[config.mk]
export PLATFORM = sky130hd
export DESIGN_NAME = harmonic_frame_loader
export DESIGN_NICKNAME = d
export VERILOG_FILES = /design/src/rtl/harmonic_frame_loader.sv
export SDC_FILE = /design/constraint.sdc
export NUM_CORES = 1
export LEC_CHECK = 0
export CAP_MARGIN = 20
export CORE_ASPECT_RATIO = 0.8
export CORE_UTILIZATION = 50
export CTS_CLUSTER_SIZE = 40
export DETAILED_ROUTE_END_ITERATION = 10
export DONT_BUFFER_PORTS = 1
export GPL_ROUTABILITY_DRIVEN = 0
export PLACE_DENSITY = 0.64
export SLEW_MARGIN = 5
export SYNTH_ARGS = -nofsm -noshare
export SYNTH_HDL_FRONTEND = slang
export SYNTH_SLANG_ARGS = --single-unit
[constraint.sdc]
create_clock -name i_clk -period 1.6 [get_ports i_clk]
set_input_delay 0.16 -clock i_clk [delete_from_list [all_inputs] [get_ports i_clk]]
set_output_delay 0.16 -clock i_clk [all_outputs]
set_load 0.02 [all_outputs]
[src/rtl/harmonic_frame_loader.sv]
// Serial-to-parallel loader: packs four complex samples into a shadow bank,
// then commits them atomically to four registered constellation points.
module harmonic_frame_loader #(
  parameter int WORD_SIZE = 16
) (
  input  logic                 i_clk,
  input  logic                 i_rst_n,
  input  logic                 i_valid,
  output logic                 o_ready,
  input  logic [WORD_SIZE-1:0] i_harmonic_re,
  input  logic [WORD_SIZE-1:0] i_harmonic_im,
  input  logic                 i_hold,
  input  logic                 i_restart,
  output logic [1:0]           o_slot,
  output logic [WORD_SIZE-1:0] o_constellation_point1_re,
  output logic [WORD_SIZE-1:0] o_constellation_point1_im,
  output logic [WORD_SIZE-1:0] o_constellation_point2_re,
  output logic [WORD_SIZE-1:0] o_constellation_point2_im,
  output logic [WORD_SIZE-1:0] o_constellation_point3_re,
  output logic [WORD_SIZE-1:0] o_constellation_point3_im,
  output logic [WORD_SIZE-1:0] o_constellation_point4_re,
  output logic [WORD_SIZE-1:0] o_constellation_point4_im,
  output logic                 o_frame_valid
);

  typedef enum logic {FILL, COMMIT} state_e;
  typedef logic [WORD_SIZE-1:0] word_t;

  state_e     state_q, state_d;
  logic [1:0] slot_q, slot_d;
  logic       frame_valid_q, frame_valid_d;
  word_t      shadow_re_q [4];
  word_t      shadow_re_d [4];
  word_t      shadow_im_q [4];
  word_t      shadow_im_d [4];
  word_t      bank_re_q   [4];
  word_t      bank_re_d   [4];
  word_t      bank_im_q   [4];
  word_t      bank_im_d   [4];
  logic       accept;

  // COMMIT blocks intake for its single cycle so the shadow bank is stable while copied.
  assign o_ready = i_rst_n && (state_q == FILL) && !i_hold;
  assign accept  = i_valid && o_ready;

  // NOTE: every _d gets a default from its _q first, so no path can infer a latch.
  always_comb begin
    state_d       = state_q;
    slot_d        = slot_q;
    frame_valid_d = 1'b0;
    shadow_re_d   = shadow_re_q;
    shadow_im_d   = shadow_im_q;
    bank_re_d     = bank_re_q;
    bank_im_d     = bank_im_q;
    unique case (state_q)
      FILL: begin
        if (i_restart) begin
          slot_d = 2'd0;
        end else if (accept) begin
          shadow_re_d[slot_q] = i_harmonic_re;
          shadow_im_d[slot_q] = i_harmonic_im;
          slot_d              = slot_q + 2'd1;
          if (slot_q == 2'd3) state_d = COMMIT;
        end
      end
      COMMIT: begin
        bank_re_d     = shadow_re_q;
        bank_im_d     = shadow_im_q;
        frame_valid_d = 1'b1;
        state_d       = FILL;
      end
      default: state_d = FILL;
    endcase
  end

  // NOTE: the shadow and committed banks are reset too, because downstream must read zeros after reset.
  always_ff @(posedge i_clk) begin
    if (!i_rst_n) begin
      state_q       <= FILL;
      slot_q        <= 2'd0;
      frame_valid_q <= 1'b0;
      shadow_re_q   <= '{default: '0};
      shadow_im_q   <= '{default: '0};
      bank_re_q     <= '{default: '0};
      bank_im_q     <= '{default: '0};
    end else begin
      state_q       <= state_d;
      slot_q        <= slot_d;
      frame_valid_q <= frame_valid_d;
      shadow_re_q   <= shadow_re_d;
      shadow_im_q   <= shadow_im_d;
      bank_re_q     <= bank_re_d;
      bank_im_q     <= bank_im_d;
    end
  end

  assign o_slot                    = slot_q;
  assign o_frame_valid             = frame_valid_q;
  assign o_constellation_point1_re = bank_re_q[0];
  assign o_constellation_point1_im = bank_im_q[0];
  assign o_constellation_point2_re = bank_re_q[1];
  assign o_constellation_point2_im = bank_im_q[1];
  assign o_constellation_point3_re = bank_re_q[2];
  assign o_constellation_point3_im = bank_im_q[2];
  assign o_constellation_point4_re = bank_re_q[3];
  assign o_constellation_point4_im = bank_im_q[3];

endmodule

# [After elaboration in Yosys (flattened, before gate mapping)]
# Cells that the tools add are included.
[word_totals] register_bits=260 output_inout_bits=132 in_bits=37
[op_classes] mux=11 magnitude_cmp=2 add_sub_neg=1 n_reduce_logical=8 eq_ne=1 bitwise=3
[op_table] op="bitwise mux 64 bit" n=2
[op_table] op="demux 16 bit (select 2 bit)" n=1
[op_table] op="two-way mux 16 bit" n=1
[op_table] op="logical AND 1 bit" n=4
[op_table] op="two-way mux 1 bit" n=4
[op_table] op="two-way mux 2 bit" n=2
[op_table] op=">= comparator 3 bit (second input constant)" n=1
[op_table] op="less-than comparator 3 x 1 -> 1 bit (second input constant)" n=1
[op_table] op="NOT 2 -> 3 bit" n=1
[op_table] op="AND reduction 3 bit" n=1
[op_table] op="adder 2 x 1 -> 2 bit (second input constant)" n=1
[op_table] op="equality test 2 bit (second input constant)" n=1
[op_table] op="NOT 1 bit" n=2
[op_table] op="one-hot mux 1 bit (2 select lines)" n=1
[op_table] op="AND reduction 2 bit" n=1
[op_table] op="nonzero test 2 bit" n=1
[op_table] op="logical NOT 1 bit" n=1

# [Logic depth before layout (Yosys ltp)]
# Gate-level depths: netlist of run 1.
[depth] word_depth=7 depth_mapped=7 depth_no_buf=5

# [Least setup slack after synthesis of run 1]
# OpenSTA, ideal clock, no wires.
[synth_path] path_kind="reg2reg" startpoint="register slot_q[0], in the netlist o_slot[0]" endpoint="register shadow_im_q[48] (netlist bit)" path_slack_ns=0.038 n_path_buf=2 arrival_time_ns=1.493 stages_incl_launch_ff=8 required_time_ns=1.531 path_cell_list="dfxtp_1 -> inv_1 -> ha_1 -> nor2b_1 -> and2_1 -> buf_2 -> buf_2 -> o21ai_1"
[synth_between] elab_chain_len=6 elab_cells_between_ends=7 cone_classes="order compare: 2; mux: 3; bitwise: 1; reduce/logical: 1"
[synth_rtl] element="start: declaration" line_no="30" source="logic [1:0] slot_q, slot_d;"
[synth_rtl] element="start signal: assignment" line_no="88" source="slot_q <= slot_d;"
[synth_rtl] element="NOT 2 -> 3 bit (not written as such) (*)" line_no="61" source="shadow_im_d[slot_q] = i_harmonic_im;"
[synth_rtl] element=">= comparator 3 bit (not written as such) / less-than comparator 3 x 1 -> 1 bit (equally long branches)" line_no="61"
[synth_rtl] element="logical AND 1 bit (not written as such)" line_no="61"
[synth_rtl] element="two-way mux 16 bit (not written as such)" line_no="61"
[synth_rtl] element="demux 16 bit (select 2 bit) (*)" line_no="61"
[synth_rtl] element="bitwise mux 64 bit (*)" line_no="61"
[synth_rtl] element="end signal: assignment" line_no="91" source="shadow_im_q <= shadow_im_d;"
[synth_rtl] element="end: declaration" line_no="34" source="word_t shadow_im_q [4];"
# Mark *: on every way between the ends. The rest lies on a longest branch, timed or not.
# A chain may end at the register's enable or synchronous reset.

# [Worst setup path after layout of run 1]
[layout_path] startpoint="input port i_rst_n" endpoint="register shadow_im_q[13] (netlist bit)"
[layout_between] elab_chain_len=4
[layout_rtl] element="start: declaration" line_no="7" source="input logic i_rst_n,"
[layout_rtl] element="logical AND 1 bit (2 in a row)" line_no="43" source="assign o_ready = i_rst_n && (state_q == FILL) && !i_hold;"
[layout_rtl] element="logical AND 1 bit" line_no="44" source="assign accept = i_valid && o_ready;"
[layout_rtl] element="AND reduction 3 bit (no line)"
# Parallel ways exist; a longest one is shown, timed or not.

==> results of run 1 <==
==> metrics by stage <==
step | instances | utilization | worst slack, ns | hold WS, ns
5_1_grt | 1423 | 0.680 | -0.00533 | 0.0269
3_3_place_gp | 1164 | 0.518 | 0.117 | 0.300
3_5_place_dp | 1164 | 0.518 | 0.0702 | 0.305
2_1_floorplan | 964 | - | 0.0383 | 0.297
4_1_cts | 1422 | 0.679 | 0.0217 | 0.0131
6_report | 1423 | 0.680 | -0.0945 | 0.0178
==> worst min-delay path by stage <==
stage | startpoint | endpoint | cells after the start | slack, ns
floorplan | i_harmonic_im[0] | shadow_im_q[0]$_SDFFE_PN0P_ | 2 | 0.30
global placement | i_harmonic_im[1] | shadow_im_q[49]$_SDFFE_PN0P_ | 2 | 0.30
detailed placement | i_harmonic_re[5] | shadow_re_q[5]$_SDFFE_PN0P_ | 2 | 0.31
CTS | i_rst_n | shadow_re_q[3]$_SDFFE_PN0P_ | 2 | 0.01
global route | i_rst_n | o_constellation_point4_im[15]$_SDFFE_PN0P_ | 2 | 0.03
finish | i_rst_n | o_constellation_point4_im[15]$_SDFFE_PN0P_ | 2 | 0.02
==> critical path: cells and delay by family <==
kind / cells / cell delay (ns)
buffers and inverters: 3 / 1.03
AND/OR/NAND/NOR: 2 / 0.56
multiplexers: 1 / 0.22
==> placed cells by master (no fill, tap or decap) <==
cell type       synthesis  final
buf_4                  10     13
dlygate4sd3_1           0    209
bufinv_16               0      4
buf_6                   3      1
clkinvlp_4              0      1
nor4bb_4                1      1
dfxtp_2                 0      1
nor2b_2                 0      2
ha_1                    4      4
dfxtp_1               260    257
clkinv_2                0      5
clkbuf_8                0      6
nor3b_2                 0      1
mux2i_1               198    198
nand3_1                58     58
inv_1                   3      3
o22ai_1                 2      2
clkbuf_16               0     27
buf_12                  6      6
o21ai_1                58     58
a21oi_1                 1      1
nor2b_1               130    128
nand2_1               164    164
dfxtp_4                 0      2
dlymetal6s4s_1          0      1
clkbuf_1               39      3
buf_16                  0      1
and3b_2                 0      2
or3_1                   1      1
and2_1                  3      3
nand2b_1                1      1
diode_2                 0      1
==> layout make-up <==
type / count / area share
inverters: 3 / 0.000867
clock inverters: 10 / 0.0118
clock buffers: 36 / 0.0593
multi-input cells: 624 / 0.320
flip-flops and latches: 260 / 0.401
diodes: 1 / 0.000193
well taps: 258 / 0.0249
repair buffers: 231 / 0.182
==> cell families (layout without fill, tap and decap cells) <==
group | count (synthesis) | in the layout
adder cells (fa/ha/maj) | 4 | 4
flip-flops | 260 | 260
multiplexers | 198 | 198
other | 0 | 1
buffers and inverters | 80 | 280
AO/OA/AOI/OAI | 61 | 61
AND/OR/NAND/NOR | 361 | 361
==> power groups by stage <==
stage | Sequential (mW) | Clock [mW] | Combinational (mW)
after detailed placement | 6.66 | 0 | 0.193
final | 6.52 | 6.50 | 0.433
after global placement | 6.66 | 0 | 0.190
after global routing | 6.52 | 6.90 | 0.459
after CTS | 6.52 | 6.61 | 0.426
after floorplan | 6.66 | 0 | 0.226
==> layer usage <==
metal  share of wire  up-vias  global-route usage
met5               0        -                   0
met4           0.016        0              0.0525
met3           0.072       33              0.0646
met2            0.43      190               0.371
met1            0.49     3541               0.361
li1                -     3563                   -
==> repair_timing <==
| item | 4_1_cts | 5_1_grt |
|---|---|---|
| hold endpoints to repair | 259 | 0 |
| setup buffers | 1 | 0 |
| setup endpoints to repair | 1 | 6 |
| hold buffers | 211 | 0 |
| resized for setup | 3 | 6 |
==> out/metrics.yaml, run 1 <==
grt_antenna_before_repair: 1
reg2reg_from: "o_slot[0]$_SDFFE_PN0P_"
combPwrFrac: 0.032
end_kind: "flip-flop"
rrSetupSlack_ns: 0.06
timing.final.hold_violations: 0
drc: 0
clock_skew_ns: 0.0209
finalNetCount: 1187
synthMuxAreaShare: 0.202
grt_overflow: 0
grtUsageTotal: 0.249
hp-class: "in2reg"
p_leak_nw: 4.05
io_buffers: 0
firstDrtPassIters: 5
finalSetupViolCount: 38
grt_pass1_wl_mm: 40.8
slew_headroom: 0.719
cts.sinks: 260
synth_top_family_by_area: "multiplexers"
async_reset_ff_frac: 0
fp.dieH_microns: 127
seq_area_frac_synth: 0.530
drt-vias-per-instance: 5.15
cts_tree: "yes"
rr_endpoint: "o_slot[1]$_SDFFE_PN0P_"
violations: "negative setup slack"
die_area_sq_mm: 0.0202
start_util: 0.515
totalWireLength_mm: 25.3
slew_viol_final: 0
drtAntennaViolNets: 0
synth_fp_nets: 1005
worst_slew_pin_slew_ns: 0.421
power.density_mw_per_mm2: 1040
dp_hpwl_mm: 14.0
rsz0062_at_grt: "yes"
power.total_mw: 13.5
yosysWarnings: 0
rows: 45
crit_top_cell: "buf_4"
multi_input_area_sq_mm: 0.00415
syn_area_sq_mm: 0.00982
synth_common_cells: "260 x dfxtp_1, 198 x mux2i_1, 164 x nand2_1"
placed_area_sq_mm: 0.00990
p_int_mw: 10.7
ys_ff_latch: 260
crit_arrival_ns: 2.13
fmaxAchievable_mhz: 590
netlist.area_leader.share: 0.530
synthXorXnorAreaFrac: 0
p_seq_frac: 0.484
p_sw_frac: 0.204
wl_per_cell_microns: 17.8
synth_simple_gate_area_frac: 0.183
drive_gt1_frac: 0.0627
cp.required_ns: 2.04
syn2layout_area_growth_pct: 32.2
cp_slowest_cell: "dlygate4sd3_1"
critical_path.endpoint: "shadow_im_q[13]$_SDFFE_PN0P_"
synthAdderAreaFrac: 0.00509
clkLatencyLatePin_ns: 0.53
coreArea_sq_mm: 0.0191
drtIter0Drc: 445
synth_area_leaders: "dfxtp_1 53%, mux2i_1 20%, nor2b_1 8.3%"
critPathMaxFanout: 178
die_w_microns: 159
synth-compound-area-share: 0.0313
cp_cell_sequence: "nor4bb_4, dlygate4sd3_1, buf_4, and2_1, buf_4, mux2i_1"
synthFlopType: "dfxtp_1"
p_sw_mw: 2.75
fillers: 1490
fin_area_sq_mm: 0.0130
rr_worst_depth: 5
synth_edf_count: 0
first_global_vias: 7230
yosys.area.top_type: "dfxtp_1"
numCtsBuffers: 26
ir_worst_vdd_uv: 700
crit_start: "i_rst_n"
htreeDepth: 1
setup_tns_ns: -0.896
clockBufferDepth: 3
period_share: 1.06
top_regs: "shadow_im_q (64), shadow_re_q (64)"
ios: 169
cts.clk_slew.worst_paths_ns: 0.06
setup_slack_ns: -0.0945
critPathMaxStageDelay_ns: 0.65
grt_max_degree: 179
synth_cell_types: 22
num_vias: 7327
cts-root-buf: "clkbuf_16"
synthMostInstantiatedCell: "dfxtp_1"
seqCellArea_sq_mm: 0.00521
synthCells: 964
clockPowerShare: 0.483
status: "finished with violations"
cp-start-kind: "primary input"
min_period_ns: 1.69
criticalPathCategory: "in2reg"
syn_avg_cell_area_sq_um: 10.2
drv_cap: 0
Note: power is estimated with default switching activity, not from simulation.
==> run 2: changes to the inputs <==
ABC_AREA = 1   (was unset)
SLEW_MARGIN = 20   (was 5)
==> run 2 against run 1 <==
  * The flow finishes with violations (negative hold slack)
  * Setup slack better by 0.22 ns
  * Fmax rose by 15%
  * Final cell count decreased by 12%
  * Clock skew decreased by 0.012 ns
==> out/metrics.yaml, run 2 <==
end_kind: "output port"
period_share: 0.920
cts.sinks: 260
met2_usage: 0.312
p_seq_frac: 0.505
synthMostInstantiatedCell: "nand2_1"
syn2layout_area_growth_pct: 12.8
syn_avg_cell_area_sq_um: 8.60
fillers: 1558
finalNetCount: 1052
die_w_microns: 151
layout_common_cells: "261 x nand2_1, 259 x dfxtp_1, 258 x nor2_1"
synth_area_leaders: "dfxtp_1 59%, a22o_1 13%, nand2_1 11%"
clockPowerShare: 0.469
drtAntennaViolNets: 0
yosysWarnings: 0
htreeDepth: 1
ys_ff_latch: 260
cts.clk_slew.worst_paths_ns: 0.06
start_util: 0.511
cts_tree: "yes"
met1_usage: 0.350
p_sw_mw: 2.69
async_reset_ff_frac: 0
clockBufferDepth: 3
critPathMaxFanout: 4
finalSetupViolCount: 0
totalWireLength_mm: 20.9
holdWs_ns: -0.224
power.total_mw: 12.9
diodes: 0
clkLatencyLatePin_ns: 0.51
syn_area_sq_mm: 0.00888
p_leak_nw: 4.15
status: "finished with violations"
synth_fp_nets: 1074
seq_area_frac_synth: 0.586
synthCells: 1033
min_period_ns: 1.47
cp-start-kind: "flip-flop"
met3_usage: 0.0549
power.density_mw_per_mm2: 1290
rows: 43
p_sw_frac: 0.209
final_common_cell: "nand2_1"
setup_slack_ns: 0.128
yosys.area.top_type: "dfxtp_1"
crit_arrival_ns: 1.31
grtUsageTotal: 0.226
violations: "negative hold slack"
timing.final.hold_violations: 106
slew_headroom: 0.542
firstDrtPassIters: 5
fmaxAchievable_mhz: 679
criticalPathCategory: "reg2out"
wl_per_cell_microns: 16.7
grt.busiest_layer: "met1"
dp_hpwl_mm: 12.8
num_vias: 6435
rsz0062_at_grt: "no"
synth_cell_types: 18
finish.utilization: 0.577
io_buffers: 0
cts-root-buf: "clkbuf_16"
postCtsSetupBuffers: 0
drv_cap: 0
p_int_mw: 10.2
drt-vias-per-instance: 5.13
fp.dieH_microns: 121
top_regs: "shadow_im_q (64), shadow_re_q (64)"
place_ws_ns: 0.141
ir_worst_vdd_uv: 617
die_area_sq_mm: 0.0183
cp.required_ns: 1.44
setup_tns_ns: 0
clock_skew_ns: 0.00913
first_global_vias: 5749
combPwrFrac: 0.026
drc: 0
grt_pass1_wl_mm: 32.4
coreArea_sq_mm: 0.0174
ios: 169
synthFlopType: "dfxtp_1"
netlist.area_leader.share: 0.586
drive_gt1_frac: 0.0631
synth_common_cells: "261 x nand2_1, 260 x dfxtp_1, 259 x nor2_1"
drtIter0Drc: 499
cts_hold_buf: 4
grt_overflow: 0
slew_viol_final: 0
grt_max_degree: 133
grt_antenna_before_repair: 0
worst_slew_pin_slew_ns: 0.687
numCtsBuffers: 26
synth_edf_count: 0
hp-class: "in2reg"
[run 2: changes by cell type after synthesis, sizes merged, moves of 57 or more]
cell / previous run / this run
a22o: 0 / 128
mux2i: 198 / 0
nand2: 164 / 261
nand3: 58 / 0
nor2: 0 / 263
nor2b: 130 / 0
o21ai: 58 / 1
[run 2: cells by family after synthesis]
family                   Yosys count  synth area share
AO/OA/AOI/OAI                    130             0.127
adder cells (fa/ha/maj)            4           0.00564
buffers and inverters            112            0.0530
flip-flops                       260             0.586
AND/OR/NAND/NOR                  527             0.228
[run 2: power groups by stage]
| stage | clock [mW] | sequential, mW | combinational [mW] |
|---|---|---|---|
| finish | 6.05 | 6.52 | 0.333 |
| global route | 6.44 | 6.52 | 0.370 |
| CTS | 6.17 | 6.52 | 0.337 |
| detailed placement | 0 | 6.67 | 0.328 |
| global placement | 0 | 6.67 | 0.327 |
| floorplan | 0 | 6.66 | 0.265 |
[run 2: final timing paths]
path / startpoint / end / slack, ns / depth (start not counted)
max reg2reg: state_q$_SDFF_PP0_ / o_slot[1]$_SDFFE_PN0P_ / 0.15 / 7
min: i_rst_n / shadow_re_q[36]$_SDFFE_PN0P_ / -0.22 / 2
min reg2reg: shadow_im_q[11]$_SDFFE_PN0P_ / o_constellation_point4_im[11]$_SDFFE_PN0P_ / 0.48 / 1
max: state_q$_SDFF_PP0_ / o_ready / 0.13 / 2
[run 2: cell type report]
type,count,area (sq um),area share
flip-flops and latches,260,5210,0.520
well taps,225,282,0.0281
clock inverters,7,71.3,0.00712
clock buffers,40,805,0.0803
multi-input cells,661,3220,0.321
repair buffers,18,270,0.0270
inverters,44,168,0.0167
[run 2: timing repair]
action,in CTS,in global routing
endpoints found under the setup margin,0,3
endpoints found under the hold margin,131,129
resized for setup,0,1
[run 2: routing by layer]
metal / wire, microns / share of wire
met1: 10400 / 0.50
met2: 8550 / 0.41
met3: 1640 / 0.078
met4: 282 / 0.013
met5: 0 / 0
[run 2: through the flow]
stage	instance area, sq um	cells
floorplan	8880	1033
global placement	9100	1204
detailed placement	9100	1204
CTS	10000	1255
global route	10000	1255
finish	10000	1255
[run 2: worst max-delay path, cell delays in order, from the launching register on]
cell     delay, ns
dfxtp_2       0.34
nor3_1        0.26
buf_4         0.20
